<file path="src/rtl/vend_transaction_ctrl_if.sv">
// Handshake/bus bundle between the vending front-end controller and its environment.
// master drives selection/coin/cancel requests; slave (the controller) drives the results.
interface vend_transaction_ctrl_if;
  logic       select_valid;
  logic [1:0] sel_in;
  logic       coin_valid;
  logic [1:0] coin_type;
  logic       cancel;

  logic [1:0] item_select;
  logic [7:0] price;
  logic [7:0] sum_money;
  logic       end_trans;
  logic       coin_reject;
  logic       refund;
  logic [7:0] refund_amount;
  logic       busy;

  modport master (
    output select_valid, sel_in, coin_valid, coin_type, cancel,
    input  item_select, price, sum_money, end_trans, coin_reject, refund, refund_amount, busy
  );

  modport slave (
    input  select_valid, sel_in, coin_valid, coin_type, cancel,
    output item_select, price, sum_money, end_trans, coin_reject, refund, refund_amount, busy
  );
endinterface

</file>
<file path="src/rtl/vend_transaction_ctrl.sv">
// Vending front-end transaction FSM: latches a selection, accumulates coins, then vends or refunds.
// Optional inactivity auto-refund in COLLECT is built when TRANS_TIMEOUT_EN is defined.
module vend_transaction_ctrl #(
  parameter logic [7:0] PRICE_0 = 8'd15,
  parameter logic [7:0] PRICE_1 = 8'd25,
  parameter logic [7:0] PRICE_2 = 8'd40,
  parameter logic [7:0] PRICE_3 = 8'd60,
  parameter logic [7:0] COIN_0  = 8'd5,
  parameter logic [7:0] COIN_1  = 8'd10,
  parameter logic [7:0] COIN_2  = 8'd20,
  parameter logic [7:0] COIN_3  = 8'd50
`ifdef TRANS_TIMEOUT_EN
  ,
  parameter logic [15:0] TIMEOUT_CYCLES = 16'd1000
`endif
) (
  input logic                    clk,
  input logic                    rst_n,
  vend_transaction_ctrl_if.slave bus
);

  typedef enum logic [1:0] {StIdle, StCollect, StVend, StRefund} state_e;

  state_e     state_q, state_d;
  logic [1:0] item_q, item_d;
  logic [7:0] price_q, price_d;
  logic [7:0] sum_q, sum_d;
  logic       end_trans_q, end_trans_d;
  logic       coin_reject_q, coin_reject_d;
  logic       refund_q, refund_d;
  logic [7:0] refund_amount_q, refund_amount_d;
  logic       busy_q, busy_d;
  logic [8:0] nsum;

`ifdef TRANS_TIMEOUT_EN
  logic [15:0] idle_cnt_q, idle_cnt_d;
  logic        timeout_hit;
`endif

  function automatic logic [7:0] price_of(input logic [1:0] idx);
    logic [7:0] v;
    unique case (idx)
      2'd0:    v = PRICE_0;
      2'd1:    v = PRICE_1;
      2'd2:    v = PRICE_2;
      default: v = PRICE_3;
    endcase
    return v;
  endfunction

  function automatic logic [7:0] coin_value(input logic [1:0] idx);
    logic [7:0] v;
    unique case (idx)
      2'd0:    v = COIN_0;
      2'd1:    v = COIN_1;
      2'd2:    v = COIN_2;
      default: v = COIN_3;
    endcase
    return v;
  endfunction

  // 9-bit sum so a coin that would wrap the 8-bit credit is detected and rejected.
  assign nsum = {1'b0, sum_q} + {1'b0, coin_value(bus.coin_type)};

`ifdef TRANS_TIMEOUT_EN
  assign timeout_hit = ((idle_cnt_q + 16'd1) == TIMEOUT_CYCLES);
`endif

  always_comb begin
    state_d       = state_q;
    item_d        = item_q;
    price_d       = price_q;
    sum_d         = sum_q;
    coin_reject_d = 1'b0;
`ifdef TRANS_TIMEOUT_EN
    idle_cnt_d    = 16'd0;
`endif

    unique case (state_q)
      StIdle: begin
        coin_reject_d = bus.coin_valid;
        if (bus.select_valid) begin
          item_d  = bus.sel_in;
          price_d = price_of(bus.sel_in);
          sum_d   = 8'd0;
          state_d = StCollect;
        end
      end

      StCollect: begin
        if (bus.cancel) begin
          // Cancel takes priority; a coin arriving alongside it is handed back.
          coin_reject_d = bus.coin_valid;
          state_d       = StRefund;
        end else if (bus.coin_valid) begin
          if (nsum[8]) begin
            coin_reject_d = 1'b1;
          end else begin
            sum_d = nsum[7:0];
            if (nsum[7:0] >= price_q) begin
              state_d = StVend;
            end
          end
        end else if (sum_q >= price_q) begin
          // Only reachable for a zero-priced item.
          state_d = StVend;
        end
`ifdef TRANS_TIMEOUT_EN
        else if (timeout_hit) begin
          state_d = StRefund;
        end else begin
          idle_cnt_d = idle_cnt_q + 16'd1;
        end
`endif
      end

      StVend: begin
        coin_reject_d = bus.coin_valid;
        sum_d         = 8'd0;
        price_d       = 8'd0;
        state_d       = StIdle;
      end

      StRefund: begin
        coin_reject_d = bus.coin_valid;
        sum_d         = 8'd0;
        state_d       = StIdle;
      end

      default: begin
        state_d = StIdle;
      end
    endcase

    // Pulses are registered versions of the state being entered, so they align with that state.
    end_trans_d     = (state_d == StVend);
    refund_d        = (state_d == StRefund);
    refund_amount_d = refund_d ? sum_d : 8'd0;
    busy_d          = (state_d != StIdle);
  end

  always_ff @(posedge clk or negedge rst_n) begin
    if (!rst_n) begin
      state_q         <= StIdle;
      item_q          <= 2'd0;
      price_q         <= 8'd0;
      sum_q           <= 8'd0;
      end_trans_q     <= 1'b0;
      coin_reject_q   <= 1'b0;
      refund_q        <= 1'b0;
      refund_amount_q <= 8'd0;
      busy_q          <= 1'b0;
    end else begin
      state_q         <= state_d;
      item_q          <= item_d;
      price_q         <= price_d;
      sum_q           <= sum_d;
      end_trans_q     <= end_trans_d;
      coin_reject_q   <= coin_reject_d;
      refund_q        <= refund_d;
      refund_amount_q <= refund_amount_d;
      busy_q          <= busy_d;
    end
  end

`ifdef TRANS_TIMEOUT_EN
  always_ff @(posedge clk or negedge rst_n) begin
    if (!rst_n) begin
      idle_cnt_q <= 16'd0;
    end else begin
      idle_cnt_q <= idle_cnt_d;
    end
  end
`endif

  assign bus.item_select   = item_q;
  assign bus.price         = price_q;
  assign bus.sum_money     = sum_q;
  assign bus.end_trans     = end_trans_q;
  assign bus.coin_reject   = coin_reject_q;
  assign bus.refund        = refund_q;
  assign bus.refund_amount = refund_amount_q;
  assign bus.busy          = busy_q;

endmodule
</file>
<file path="src/flat_wrapper.sv">
// flat-port wrapper written by rule: the top's interface ports become plain ports
module vend_transaction_ctrl_flat 
#(
  parameter logic [7:0] PRICE_0 = 8'd15,
  parameter logic [7:0] PRICE_1 = 8'd25,
  parameter logic [7:0] PRICE_2 = 8'd40,
  parameter logic [7:0] PRICE_3 = 8'd60,
  parameter logic [7:0] COIN_0  = 8'd5,
  parameter logic [7:0] COIN_1  = 8'd10,
  parameter logic [7:0] COIN_2  = 8'd20,
  parameter logic [7:0] COIN_3  = 8'd50

)
  (clk, rst_n, bus_select_valid, bus_sel_in, bus_coin_valid, bus_coin_type, bus_cancel, bus_item_select, bus_price, bus_sum_money, bus_end_trans, bus_coin_reject, bus_refund, bus_refund_amount, bus_busy);
  vend_transaction_ctrl_if bus_i ();
  input logic clk;
  input logic rst_n;
  input wire logic [$bits(bus_i.select_valid)-1:0] bus_select_valid;
  input wire logic [$bits(bus_i.sel_in)-1:0] bus_sel_in;
  input wire logic [$bits(bus_i.coin_valid)-1:0] bus_coin_valid;
  input wire logic [$bits(bus_i.coin_type)-1:0] bus_coin_type;
  input wire logic [$bits(bus_i.cancel)-1:0] bus_cancel;
  output wire logic [$bits(bus_i.item_select)-1:0] bus_item_select;
  output wire logic [$bits(bus_i.price)-1:0] bus_price;
  output wire logic [$bits(bus_i.sum_money)-1:0] bus_sum_money;
  output wire logic [$bits(bus_i.end_trans)-1:0] bus_end_trans;
  output wire logic [$bits(bus_i.coin_reject)-1:0] bus_coin_reject;
  output wire logic [$bits(bus_i.refund)-1:0] bus_refund;
  output wire logic [$bits(bus_i.refund_amount)-1:0] bus_refund_amount;
  output wire logic [$bits(bus_i.busy)-1:0] bus_busy;
  assign bus_i.select_valid = bus_select_valid;
  assign bus_i.sel_in = bus_sel_in;
  assign bus_i.coin_valid = bus_coin_valid;
  assign bus_i.coin_type = bus_coin_type;
  assign bus_i.cancel = bus_cancel;
  assign bus_item_select = bus_i.item_select;
  assign bus_price = bus_i.price;
  assign bus_sum_money = bus_i.sum_money;
  assign bus_end_trans = bus_i.end_trans;
  assign bus_coin_reject = bus_i.coin_reject;
  assign bus_refund = bus_i.refund;
  assign bus_refund_amount = bus_i.refund_amount;
  assign bus_busy = bus_i.busy;
  vend_transaction_ctrl #(.PRICE_0(PRICE_0), .PRICE_1(PRICE_1), .PRICE_2(PRICE_2), .PRICE_3(PRICE_3), .COIN_0(COIN_0), .COIN_1(COIN_1), .COIN_2(COIN_2), .COIN_3(COIN_3)) u_core (.clk(clk), .rst_n(rst_n), .bus(bus_i));
endmodule
</file>
<file path="config.mk">
export PLATFORM = sky130hd
export DESIGN_NAME = vend_transaction_ctrl_flat
export DESIGN_NICKNAME = d
export VERILOG_FILES = /design/src/rtl/vend_transaction_ctrl_if.sv /design/src/rtl/vend_transaction_ctrl.sv /design/src/flat_wrapper.sv
export SDC_FILE = /design/constraint.sdc
export NUM_CORES = 1
export LEC_CHECK = 0
export BUFFER_PORTS_ARGS = -buffer_cell sky130_fd_sc_hd__buf_4
export CELL_PAD_IN_SITES_DETAIL_PLACEMENT = 0
export CELL_PAD_IN_SITES_GLOBAL_PLACEMENT = 1
export CORE_UTILIZATION = 41
export DETAILED_ROUTE_END_ITERATION = 7
export PLACE_DENSITY = 0.75
export SLEW_MARGIN = 20
export SYNTH_ARGS = -nofsm -noshare
export SYNTH_HDL_FRONTEND = slang
export SYNTH_SLANG_ARGS = --single-unit
</file>
<file path="constraint.sdc">
create_clock -name clk -period 3.6 [get_ports clk]
set_input_delay 0.54 -clock clk [delete_from_list [all_inputs] [get_ports clk]]
set_output_delay 0.54 -clock clk [all_outputs]
set_load 0.01 [all_outputs]
</file>
==> results of run 1 <==
==> final timing paths <==
check	start	end	slack, ns
hold reg to reg	u_core.bus.price[5]$_DFFE_PN0P_	u_core.bus.price[5]$_DFFE_PN0P_	0.51
setup reg to reg	u_core.bus.sum_money[4]$_DFF_PN0_	u_core.state_q[0]$_DFF_PN0_	0.80
setup / recovery	u_core.bus.sum_money[4]$_DFF_PN0_	u_core.state_q[0]$_DFF_PN0_	0.80
hold / removal	rst_n	u_core.bus.busy$_DFF_PN0_	0.18
max in group asynchronous	rst_n	u_core.bus.sum_money[5]$_DFF_PN0_	3.15
min in group clk	u_core.bus.price[5]$_DFFE_PN0P_	u_core.bus.price[5]$_DFFE_PN0P_	0.51
==> placed cells by master (no fill, tap or decap), types with 2 or more instances in the layout <==
cell type  synthesis  layout
o2111ai_1          4       4
and2_1             8       8
a21o_1             2       2
a311oi_2           2       2
nor2b_1            5       5
a22o_1             8       8
a21oi_1            3       3
conb_1             1       2
inv_1             22      22
nand2_1            9       9
dfrtp_1           30      30
buf_4              2      36
xnor2_1            5       5
nand3_1            2       2
ha_1              22      22
mux2_2             2       2
nor2_1            15      15
nor3b_1            3       3
a211oi_1           2       2
and3_1             3       3
clkbuf_8           0       6
a31oi_1            4       4
o21ai_0           10      10
==> area by class of cell <==
cell class | count | area, µm²
Clock buffer | 7 | 86.33
Inverter | 22 | 82.58
Clock inverter | 1 | 5.005
Timing Repair Buffer | 36 | 270.3
Multi-Input combinational cell | 124 | 949.7
Tap cell | 50 | 62.56
Fill cell | 380 | 1908
Sequential cell | 30 | 750.7
==> logic make-up (layout without fill, tap and decap cells) <==
| logic type | Yosys count | count (layout) | share of synthesized area, % |
|---|---|---|---|
| AO/OA/AOI/OAI | 43 | 43 | 17.81 |
| XOR/XNOR | 5 | 5 | 2.415 |
| adder cells (fa/ha/maj) | 23 | 23 | 16.29 |
| buffers and inverters | 27 | 66 | 6.418 |
| flip-flops | 30 | 30 | 41.41 |
| multiplexers | 2 | 2 | 1.242 |
| other | 1 | 2 | 0.2068 |
| AND/OR/NAND/NOR | 49 | 49 | 14.22 |
==> worst reg2reg max path, stage by stage, from the launching register on <==
cell,delay (ns)
dfrtp_1,0.46
ha_1,0.40
a21o_1,0.24
a31o_1,0.21
nor2_1,0.19
xnor2_1,0.18
ha_1,0.28
a211oi_1,0.27
nand4_2,0.17
a311oi_2,0.31
==> power breakdown <==
part / internal [mW] / switching [mW] / total [mW]
logic: 0.288 / 0.342 / 0.631
clock network: 0.154 / 0.121 / 0.275
registers: 0.422 / 0.0816 / 0.503
total: 0.864 / 0.545 / 1.41
==> routing by layer <==
| metal | up-vias | GRT usage, % |
|---|---|---|
| met3 | 4 | 6.414 |
| met4 | 0 | 5.729 |
| li1 | 712 | - |
| met2 | 39 | 33.09 |
| met1 | 678 | 24.59 |
| met5 | - | 0 |
==> registers in the layout (all words and copies together), names as in the netlist <==
name	count
u_core.bus.busy	1
u_core.bus.coin_reject	1
u_core.bus.end_trans	1
u_core.bus.item_select	2
u_core.bus.price	6
u_core.bus.refund	1
u_core.bus.refund_amount	8
u_core.bus.sum_money	8
u_core.state_q	2
==> per-stage QoR <==
step / instances / cell area, µm² / utilization, % / total power [mW] / hold slack [ns]
after floorplan: 181 / 1817 / - / 0.8952 / 0.2444
after global placement: 262 / 2116 / 51.41 / 1.124 / 0.4808
after detailed placement: 262 / 2116 / 51.41 / 1.137 / 0.4864
after CTS: 270 / 2207 / 53.63 / 1.421 / 0.1883
after global routing: 270 / 2207 / 53.63 / 1.535 / 0.2099
final: 270 / 2207 / 53.63 / 1.409 / 0.1782
==> summary by stage, run 1 <==
Clock tree
The buffer levels on the longest clock path is 2. The number of gates resized after CTS was 0. The later pin in the worst-skew pair is clocked with a latency of 0.28 ns. After clock tree synthesis, the clock-pin slew on the worst setup and hold paths is 0.06 ns. After clock tree synthesis, the setup repair step added 0 buffers.

The root buffer selected by CTS is clkbuf_8. Buffers inserted to repair hold after CTS numbered 0. The H-tree was split into 2 levels. The clock buffer count from CTS is 5. The sink count of the clock tree is 30. TritonCTS built the clock tree.

Die
Measured along the x axis, the die boundary spans 68.50 µm. The core footprint is 0.004115 mm². The I/O pin count is 39.

The die covers 0.004692 mm². The initial core utilization is 44.06%. The number of rows in the core area is 23.

The die outline height is 68.50 µm.

Logic synthesis
The synthesized netlist occupies a cell area of 0.001813 mm². The synthesized design spends more area on one cell type than any other, namely dfrtp_1. Of the post-synthesis cell area, the dominant cell type holds 41.41%. The part of the Yosys area used for sequential elements is 41.41%. In this run, distinct cell masters in the synthesized netlist total 37. In the synthesized netlist the dominant register cell turns out to be dfrtp_1. Of all flip-flops after synthesis, the portion carrying an async set or reset was 100.0%.

The number of instances in the synthesized netlist is 180. For this run, the number of Yosys warnings is 0. In this run, synthesis produced a sequential element count of 30.

Counting instances in the post-synthesis netlist gives the leading cell types as 30 x dfrtp_1, 22 x ha_1, 22 x inv_1, 15 x nor2_1, 10 x o21ai_0. The number of enable flip-flop cells after synthesis is 0. The mean post-synth cell area is 10.07 µm². By instance count, the leading cell after synthesis is dfrtp_1. Yosys attributes the largest share of cell area to dfrtp_1 41%, ha_1 15%, inv_1 4.6%, a22o_1 3.9%, nor2_1 3.1%.

STA
The total count of hold-check failures in the final report is 0. The clock period minus final worst setup slack is 2.799 ns. The post-route clock skew is 0.004129 ns. The final cycle utilization of the critical path is 77.76%.

At the pin with the least slew margin, the transition time is 0.4951 ns. The number of slew-limit violations in the final report is 0. The number of endpoints failing setup at the final stage is 0. Setup repair after global routing left no endpoint under its margin. For this run, the top clock speed supported by timing is 357.2 MHz. The aggregate negative setup slack is 0 ns. The headroom to the max-slew limit is 66.64%. The setup slack after layout is 0.8007 ns.

Setup path
The worst setup path is captured at a register. The critical path buffer and inverter count is 0. The critical path data arrival time is 2.97 ns. The worst setup path category is register to register. Among cell families on the critical path, the largest total delay comes from compound AO/OA/AOI/OAI gates. The worst setup path is launched from a register.

The slowest stage of the critical path is the dfrtp_1 cell. For this run, the slowest stage of the critical path takes 0.46 ns. The critical path required time is 3.78 ns. The signal on the critical path passes through ha_1 > a21o_1 > a31o_1 > nor2_1 > xnor2_1 > ha_1 > a211oi_1 > nand4_2 > a311oi_2. Along the worst path, the maximum fanout reaches 6. Counting cells, the worst reg-to-reg path comes to 9. The logic depth of the worst setup path including buffers is 9.

Among the stages of the critical path, the cell type that occurs most often is ha_1.

Placement
The pre-CTS setup slack is 0.5533 ns. Port buffering added 36 buffers. Detailed placement ended at an HPWL of 3092 µm. The last weighted congestion value of the routability-driven placer is 0.8127.

Routing
The number of violations reported at the end of detailed-routing iteration 0 is 83. Summed over all layers, the routed wires come to 3988 µm. The count of nets left with antenna violations once routing finished came out at 0.

The DRC violation count after routing is 0. After detailed routing, the average wire length per cell comes to 14.77 µm. The total via count in the routed design is 1,433.

After detailed routing, the met3 layer carries 224 µm of wire. The top routing layer in use is met4. The detailed-routing wirelength on met1 is 1837 µm. The detail-routed via count per cell is 5.307. The routed length on met2 is 1906 µm. The number of search-and-repair iterations in the first detailed-routing pass is 4.

Global route
The largest net degree at the start of global routing is 31. The global-route usage over all layers is 19.93%. The wire length of the first global-routing pass is 6817 µm. The initial antenna violation count is 0. The number of global-route vias before repair is 1,441. Summed over all layers, the global routing overflow is 0.

Power and ir drop
The total power per unit cell area is 638.4 mW/mm². In this run the static leakage power is 1.135 nW. The maximum ir drop on the vdd rail is 0.2829 mV.

Layout
For this run, the post-layout net count is 251. The share of final-layout standard cells stronger than drive strength 1 is 22.73%. The layout overhead on the synthesized area is 21.74%. The number of antenna repair diodes is 0.

Run
Across the run, the number of max-cap violations was 0.

Hold path
The path class of the tightest hold or removal check is input pin to asynchronous set/reset pin.

Run status
The run finished with clean final reports.
No activity file was read; power rests on OpenSTA's default activity.
==> run 2: changes to the inputs <==
--- a/config.mk
+++ b/config.mk
@@ -5,12 +5,13 @@
 export SDC_FILE = /design/constraint.sdc
 export NUM_CORES = 1
 export LEC_CHECK = 0
+export ABC_AREA = 1
 export BUFFER_PORTS_ARGS = -buffer_cell sky130_fd_sc_hd__buf_4
 export CELL_PAD_IN_SITES_DETAIL_PLACEMENT = 0
 export CELL_PAD_IN_SITES_GLOBAL_PLACEMENT = 1
 export CORE_UTILIZATION = 41
 export DETAILED_ROUTE_END_ITERATION = 7
-export PLACE_DENSITY = 0.75
+export PLACE_DENSITY = 0.77
 export SLEW_MARGIN = 20
 export SYNTH_ARGS = -nofsm -noshare
 export SYNTH_HDL_FRONTEND = slang
==> constraint.sdc (replaced) <==
create_clock -name clk -period 2.7 [get_ports clk]
set_input_delay 0.405 -clock clk [delete_from_list [all_inputs] [get_ports clk]]
set_output_delay 0.405 -clock clk [all_outputs]
set_load 0.01 [all_outputs]
==> run 2 against run 1 <==
Compared with the run above: wire length increased by 21%; largest power group unchanged; synthesized area increased by 12%; largest cell class unchanged; clock skew increased by 0.0040 ns.
==> summary by stage, run 2 <==
Global route
The largest net degree at the start of global routing is 31 (unchanged). The wire length of the first global-routing pass came to 8142 µm (was 6817 µm). The global-route usage over all layers is 20.63% (was 19.93%). The initial antenna violation count is 0 (unchanged).

The overflow left after global routing is 0 (unchanged). The number of global-route vias before repair is 1,742 (was 1,441).

Setup path
The sort of element at the start of the critical path was a register (unchanged). The highest net fanout along the worst path is 9 (was 6). The kind of end point of the critical path is a register (unchanged).

The library cell contributing the largest single delay on the critical path is dfrtp_1 (unchanged). The critical path buffer and inverter count is 3 (was 0). The first element of the critical path is u_core.bus.sum_money[0]$_DFF_PN0_ (was u_core.bus.sum_money[4]$_DFF_PN0_). The critical path data arrival time came to 2.75 ns (was 2.97 ns).

The cell family contributing the most delay on the critical path was adder cells (was compound AO/OA/AOI/OAI gates). Ordered cell list for the critical path: ha_2 > inv_1 > fa_2 > inv_1 > a31oi_1 > xnor2_1 > ha_1 > nand2_1 > inv_1 > nand2_1 > nand3_2 > nand2_4 > nand2_2 > nand2_2 > nand2_4 > nand2_8 > nand2_8 > nor2_2 (was ha_1 > a21o_1 > a31o_1 > nor2_1 > xnor2_1 > ha_1 > a211oi_1 > nand4_2 > a311oi_2). The cell repeated most along the worst path is inv_1 (was ha_1). The worst setup path category is register to register (unchanged). The critical path required time is 2.91 ns (was 3.78 ns). The source of the worst register-to-register timing path was u_core.bus.sum_money[0]$_DFF_PN0_ (was u_core.bus.sum_money[4]$_DFF_PN0_). The worst stage delay on the critical path is 0.38 ns (was 0.46 ns).

Logic synthesis
The most instantiated flip-flop cell in the synthesis netlist is dfrtp_1 (unchanged). The number of enable flip-flop cells after synthesis is 0 (unchanged). Top post-synthesis cells by count: 52 x inv_1, 41 x nand2_1, 30 x dfrtp_1, 22 x ha_1, 17 x nor2_1 (was 30 x dfrtp_1, 22 x ha_1, 22 x inv_1, 15 x nor2_1, 10 x o21ai_0). The number of instances in the synthesized netlist was 248 (was 180). The yosys synthesis warning count came to 0 (unchanged).

The area share of the largest cell type after synthesis is 36.92% (was 41.41%). The count of different cell masters after synthesis is 33 (was 37). The most common cell in the netlist is inv_1 (was dfrtp_1). Top post-synthesis cells by area: dfrtp_1 37%, ha_1 14%, inv_1 9.6%, nand2_1 7.6%, nor2_2 3.4% (was dfrtp_1 41%, ha_1 15%, inv_1 4.6%, a22o_1 3.9%, nor2_1 3.1%). The share of synthesized registers carrying an async set or reset is 100.0% (unchanged).

The number of flip-flops and latches in the synthesized netlist came to 30 (unchanged). The combined area of all synthesized cells is 0.002033 mm² (was 0.001813 mm²). The part of the Yosys area used for sequential elements is 36.92% (was 41.41%). The mean post-synth cell area is 8.198 µm² (was 10.07 µm²). The cell taking the most area after synthesis is dfrtp_1 (unchanged).

Die
The initial core utilization came to 42.76% (was 44.06%). The I/O pin count is 39 (unchanged). The die outline height was 72.42 µm (was 68.50 µm). The overall die width is 72.42 µm (was 68.50 µm). The area of the die came to 0.005245 mm² (was 0.004692 mm²). The number of rows in the core area is 25 (was 23). The core footprint is 0.004755 mm² (was 0.004115 mm²).

Routing
The DRC violation count after routing is 0 (unchanged). The detail-routed via count per cell is 4.621 (was 5.307). The total via count in the routed design came to 1,756 (was 1,433). The number of search-and-repair iterations in the first detailed-routing pass was 4 (unchanged). The number of antenna-violating nets in the routed design is 0 (unchanged). The wire length per cell after detailed routing is 12.68 µm (was 14.77 µm). The total wirelength of the detailed-routed design is 4817 µm (was 3988 µm). The number of violations reported at the end of detailed-routing iteration 0 is 49 (was 83).

Placement
The cell count after placement is 370 (was 262). The final HPWL from detailed placement is 3870 µm (was 3092 µm). The last weighted congestion value of the routability-driven placer is 0.7756 (was 0.8127). The number of port buffers is 36 (unchanged).

STA
The clock period minus final worst setup slack is 2.540 ns (was 2.799 ns). The worst-margin pin slew was 0.5382 ns (was 0.4951 ns). Setup repair after global routing missed its margin: true (was false). The final-layout worst hold slack is 0.03376 ns (was 0.1782 ns). The number of endpoints failing setup at the final stage is 0 (unchanged). The post-route clock skew is 0.008127 ns (was 0.004129 ns).

The headroom to the max-slew limit is 64.03% (was 66.64%). The highest attainable clock frequency was 393.7 MHz (was 357.2 MHz). The final cycle utilization of the critical path is 94.09% (was 77.76%). The total count of hold-check failures in the final report was 0 (unchanged). The number of slew-limit violations in the final report came to 0 (unchanged).

Layout
The post-layout net count is 345 (was 251). The number of fillers in the final layout is 485 (was 380). The share of final-layout standard cells stronger than drive strength 1 is 35.14% (was 22.73%).

The count of non-filler cells in the finished layout is 380 (was 270). The number of antenna repair diodes is 0 (unchanged). The most common cell after layout, fill and taps aside was buf_4 (unchanged). The layout overhead on the synthesized area is 33.11% (was 21.74%). Leading cell types in the layout, fill and taps excluded: 62 x buf_4, 52 x inv_1, 41 x nand2_1 (was 36 x buf_4, 30 x dfrtp_1, 22 x inv_1, 22 x ha_1, 15 x nor2_1).

Run status
Result of the run: finished, final reports clean (unchanged).

Clock tree
The H-tree level count is 2 (unchanged). The CTS tree is done (unchanged). The worst-skew pair later-pin latency is 0.29 ns (was 0.28 ns).

The buffer levels on the longest clock path is 2 (unchanged). The clock buffer count from CTS was 5 (unchanged). The cts-stage hold buffer count is 0 (unchanged).

The clock-pin slew of the registers on the worst-case setup and hold paths is 0.07 ns (was 0.06 ns). The sink count of the clock tree is 30 (unchanged). The root buffer selected by CTS is clkbuf_8 (unchanged).

Power and ir drop
The maximum ir drop on the vdd rail was 0.4936 mV (was 0.2829 mV). The standby leakage power came to 1.541 nW (was 1.135 nW). The total power per unit cell area is 1005 mW/mm² (was 638.4 mW/mm²). The post-route total power is 2.719 mW (was 1.409 mW).

Hold path
The type of the worst min-delay path is input pin to asynchronous set/reset pin (unchanged).

Run
The max-capacitance violation count came to 0 (unchanged).
-- run 2: cell count changes after synthesis, moves of 4 or more --
| cell | delta |
|---|---|
| nand2_2 | +5 |
| o21ai_1 | +7 |
| a21oi_1 | +5 |
| nor2b_1 | -5 |
| inv_1 | +30 |
| a22o_1 | -8 |
| nand3_1 | +5 |
| nand2_1 | +32 |
| and2_1 | -8 |
| o2111ai_1 | -4 |
| nor2_2 | +11 |
-- run 2: worst paths after layout --
path / to / slack (ns) / cells past startpoint
min: u_core.bus.sum_money[2]$_DFF_PN0_ / 0.03 / 1
min in group clk: u_core.bus.coin_reject$_DFF_PN0_ / 0.34 / 3
max: u_core.bus.refund_amount[7]$_DFF_PN0_ / 0.16 / 18
max reg2reg: u_core.bus.refund_amount[7]$_DFF_PN0_ / 0.16 / 18
min reg2reg: u_core.bus.item_select[1]$_DFFE_PN0P_ / 0.50 / 2
max in group asynchronous: u_core.bus.sum_money[1]$_DFF_PN0_ / 2.37 / 1
-- run 2: logic make-up after synthesis --
family	synth area share (%)
xor+xnor	1.723
other cells	0.1844
simple gates	23.38
fa+ha+maj	14.52
compound gates	11.63
buf+inv	11.63
flops	36.92
-- run 2: through the flow --
stage	utilization (%)	TNS, ns	area [µm²]	worst slack, ns
detailed placement	53.29	-1.941	2534	-0.1972
finish	56.92	0	2706	0.1597
CTS	55.66	0	2646	0.04778
floorplan	-	0	2037	0.1886
global route	56.92	-0.004198	2706	-0.004198
global placement	53.29	-0.7547	2534	-0.08062
-- run 2: cell type report --
class | count | area [µm²] | share of cell area, %
multi-input combinational | 159 | 1086 | 40.13
inverter | 55 | 206.4 | 7.628
clock inverter | 1 | 30.03 | 1.110
timing repair buffer | 62 | 465.4 | 17.20
clock buffer | 6 | 82.58 | 3.051
sequential | 30 | 752.0 | 27.79
tap | 67 | 83.83 | 3.098
-- run 2: metal layers --
metal | track usage [%] | part of all wire (%)
met4 | 6.536 | 1.3
met3 | 4.444 | 3.3
met1 | 25.86 | 44
met2 | 35.41 | 51
met5 | 0 | 0
-- run 2: power by group --
part	internal, mW	switching, mW	total (mW)
clock network	0.295	0.166	0.461
registers	0.581	0.0931	0.674
logic	0.701	0.884	1.58
-- run 2: worst reg2reg max path, stage by stage, from the launching register on --
cell	delay, ns
dfrtp_1	0.38
ha_2	0.19
inv_1	0.05
fa_2	0.35
inv_1	0.09
a31oi_1	0.10
xnor2_1	0.25
ha_1	0.27
nand2_1	0.05
inv_1	0.04
nand2_1	0.08
nand3_2	0.09
nand2_4	0.09
nand2_2	0.05
nand2_2	0.07
nand2_4	0.07
nand2_8	0.08
nand2_8	0.10
nor2_2	0.10
-- run 2: repair_timing --
action,CTS,global route
hold endpoints to repair,0,0
resized for setup,0,10
setup endpoints to repair,0,11
setup buffers,0,3
==> run 3: changes to the inputs <==
==> constraint.sdc (replaced) <==
create_clock -name clk -period 2.78 [get_ports clk]
set_input_delay 0.417 -clock clk [delete_from_list [all_inputs] [get_ports clk]]
set_output_delay 0.417 -clock clk [all_outputs]
set_load 0.01 [all_outputs]
==> run 3 against run 2 <==
Compared with the run above: cell count decreased by 2.1%; sequential power decreased by 2%; largest power group unchanged; cell area decreased by 1.9%; critical path type unchanged; clock power increased by 20%; critical endpoint is now u_core.bus.refund_amount[4]$_DFF_PN0_; clock skew increased by 0.0030 ns.
==> summary by stage, run 3 (same netlist as run 2, synthesis figures left out) <==
Run status
Result of the run: finished, final reports clean (unchanged).

Global route
The overflow left after global routing came to 0 (unchanged). The largest net degree at the start of global routing is 31 (unchanged). The wire length of the first global-routing pass is 7652 µm (was 8142 µm).

The global-route usage over all layers is 19.54% (was 20.63%). The number of global-route vias before repair is 1,609 (was 1,742). The initial antenna violation count is 0 (unchanged).

Setup path
The library cell contributing the largest single delay on the critical path is dfrtp_1 (unchanged). The highest net fanout along the worst path is 9 (unchanged). The kind of end point of the critical path was a register (unchanged).

The critical path data arrival time is 2.78 ns (was 2.75 ns). The worst stage delay on the critical path is 0.40 ns (was 0.38 ns). The worst setup path category was register to register (unchanged).

Ordered cell list for the critical path: ha_1 > or2_1 > nand2_1 > nor2_1 > nor2_1 > xnor2_2 > ha_1 > a21oi_1 > nand3_2 > nand2_4 > nand2_2 > nand2_2 > nand2_4 > nand2_8 > nand2_8 > nor2_2 (was ha_2 > inv_1 > fa_2 > inv_1 > a31oi_1 > xnor2_1 > ha_1 > nand2_1 > inv_1 > nand2_1 > nand3_2 > nand2_4 > nand2_2 > nand2_2 > nand2_4 > nand2_8 > nand2_8 > nor2_2). The critical path required time is 3.00 ns (was 2.91 ns). The sort of element at the start of the critical path is a register (unchanged).

Die
The area of the die is 0.005245 mm² (unchanged). The number of rows in the core area was 25 (unchanged). The die outline height was 72.42 µm (unchanged). The core footprint is 0.004755 mm² (unchanged). The I/O pin count is 39 (unchanged). The overall die width came to 72.42 µm (unchanged). The initial core utilization was 42.76% (unchanged).

Routing
The DRC violation count after routing was 0 (unchanged). The routed length on met2 is 2253 µm (was 2468 µm). The detailed-routing wirelength on met1 is 2167 µm (was 2130 µm). The number of antenna-violating nets in the routed design is 0 (unchanged). The wire length on met3 is 144 µm (was 157 µm). The total wirelength of the detailed-routed design is 4623 µm (was 4817 µm). The wire length per cell after detailed routing was 12.43 µm (was 12.68 µm). The number of search-and-repair iterations in the first detailed-routing pass is 4 (unchanged).

The total via count in the routed design was 1,700 (was 1,756). The number of violations reported at the end of detailed-routing iteration 0 is 41 (was 49). The top routing layer in use is met4 (unchanged). The detail-routed via count per cell is 4.570 (was 4.621).

Placement
The instance area at placement is 0.002459 mm² (was 0.002534 mm²). The final HPWL from detailed placement is 3683 µm (was 3870 µm). The last weighted congestion value of the routability-driven placer is 0.8066 (was 0.7756).

The number of port buffers is 36 (unchanged). The pre-CTS setup slack is -0.1553 ns (was -0.1972 ns).

Power and ir drop
The total power per unit cell area is 1003 mW/mm² (was 1005 mW/mm²). The maximum ir drop on the vdd rail came to 0.5343 mV (was 0.4936 mV). The post-route total power is 2.661 mW (was 2.719 mW). The standby leakage power is 1.507 nW (was 1.541 nW).

Clock tree
The buffer levels on the longest clock path came to 2 (unchanged). The worst-skew pair later-pin latency came to 0.28 ns (was 0.29 ns). The sink count of the clock tree came to 30 (unchanged). The root buffer selected by CTS is clkbuf_8 (unchanged).

The clock-pin slew of the registers on the worst-case setup and hold paths is 0.07 ns (about the same). The H-tree level count came to 2 (unchanged). The cts-stage hold buffer count is 0 (unchanged). The CTS tree is done (unchanged). The clock buffer count from CTS came to 5 (unchanged).

Layout
The number of antenna repair diodes was 0 (unchanged). The most common cell after layout, fill and taps aside was buf_4 (unchanged). The post-route cell area is 0.002654 mm² (was 0.002706 mm²). The share of final-layout standard cells stronger than drive strength 1 is 32.79% (was 35.14%). Leading cell types in the layout, fill and taps excluded: 53 x buf_4, 51 x inv_1, 41 x nand2_1 (was 62 x buf_4, 52 x inv_1, 41 x nand2_1). The layout overhead on the synthesized area is 30.52% (was 33.11%). The post-layout net count is 336 (was 345).

STA
The worst-margin pin slew is 0.5188 ns (was 0.5382 ns). The clock period minus final worst setup slack is 2.564 ns (was 2.540 ns). The total count of hold-check failures in the final report came to 0 (unchanged).

The final-layout worst hold slack is 0.04860 ns (was 0.03376 ns). The number of slew-limit violations in the final report is 0 (unchanged). The headroom to the max-slew limit was 65.33% (was 64.03%). The number of endpoints failing setup at the final stage is 0 (unchanged). Setup repair after global routing missed its margin: true (unchanged). The post-route clock skew came to 0.01117 ns (was 0.008127 ns). The setup slack after layout is 0.2158 ns (was 0.1597 ns).

The highest attainable clock frequency is 390.0 MHz (was 393.7 MHz). The final cycle utilization of the critical path came to 92.24% (was 94.09%).

Hold path
The type of the worst min-delay path was input pin to asynchronous set/reset pin (unchanged).

Run
The max-capacitance violation count came to 0 (unchanged).
-- run 3: cell count changes in the layout (fill, tap and decap cells not counted) --
cell,previous run,this run
inv_1,52,51
nor2_1,14,17
bufinv_16,1,2
dfrtp_1,29,28
a21oi_2,3,2
buf_4,62,53
nor2_4,1,0
dfrtp_2,1,2
inv_2,3,4
nor2_2,13,11
a21oi_1,7,8
-- run 3: per-stage QoR --
stage                     utilization [%]  std cells  setup TNS (ns)
final                               55.82        372               0
after global routing                55.82        372       -0.008251
after CTS                           54.71        368               0
after detailed placement            51.71        360          -1.395
after global placement              51.71        360         -0.7747
after floorplan                         -        249               0
-- run 3: power by group --
group	internal (mW)	switching [mW]
clock	0.382	0.169
combinational	0.626	0.821
sequential	0.565	0.0970
total	1.57	1.09
-- run 3: path summary, 6_finish.rpt --
check	startpoint	end	slack, ns	cells past startpoint
worst max-delay path	u_core.bus.sum_money[2]$_DFF_PN0_	u_core.bus.refund_amount[4]$_DFF_PN0_	0.22	16
worst min-delay path	rst_n	u_core.bus.sum_money[7]$_DFF_PN0_	0.05	1
worst max register to register	u_core.bus.sum_money[2]$_DFF_PN0_	u_core.bus.refund_amount[4]$_DFF_PN0_	0.22	16
worst min register to register	u_core.bus.item_select[1]$_DFFE_PN0P_	u_core.bus.item_select[1]$_DFFE_PN0P_	0.49	2
max in group asynchronous	rst_n	u_core.bus.price[2]$_DFFE_PN0P_	2.44	1
min in group clk	bus_coin_valid	u_core.bus.coin_reject$_DFF_PN0_	0.37	3
-- run 3: repair_timing --
item | CTS | global route
resized for setup | 0 | 7
setup buffers | 0 | 4
endpoints found under the setup margin | 0 | 11
-- run 3: worst max-delay path: cells and delay by family (launching register included) --
kind	cells	cell delay [ns]
compound gates	1	0.18
fa+ha+maj	2	0.59
simple gates	12	1.18
flops	1	0.40
xor+xnor	1	0.16
-- run 3: area by class of cell --
type,count,area (µm²)
fillers,458,2101
multi-input cells,159,1070
flip-flops and latches,30,753.2
repair buffers,53,397.9
inverters,55,206.4
well taps,67,83.83
clock buffers,6,82.58
clock inverters,2,60.06
-- run 3: metal layers --
layer	GRT usage, %	vias up
met4	6.536	0
met2	32.92	34
met3	4.306	7
met5	0	-
li1	-	887
met1	24.82	772
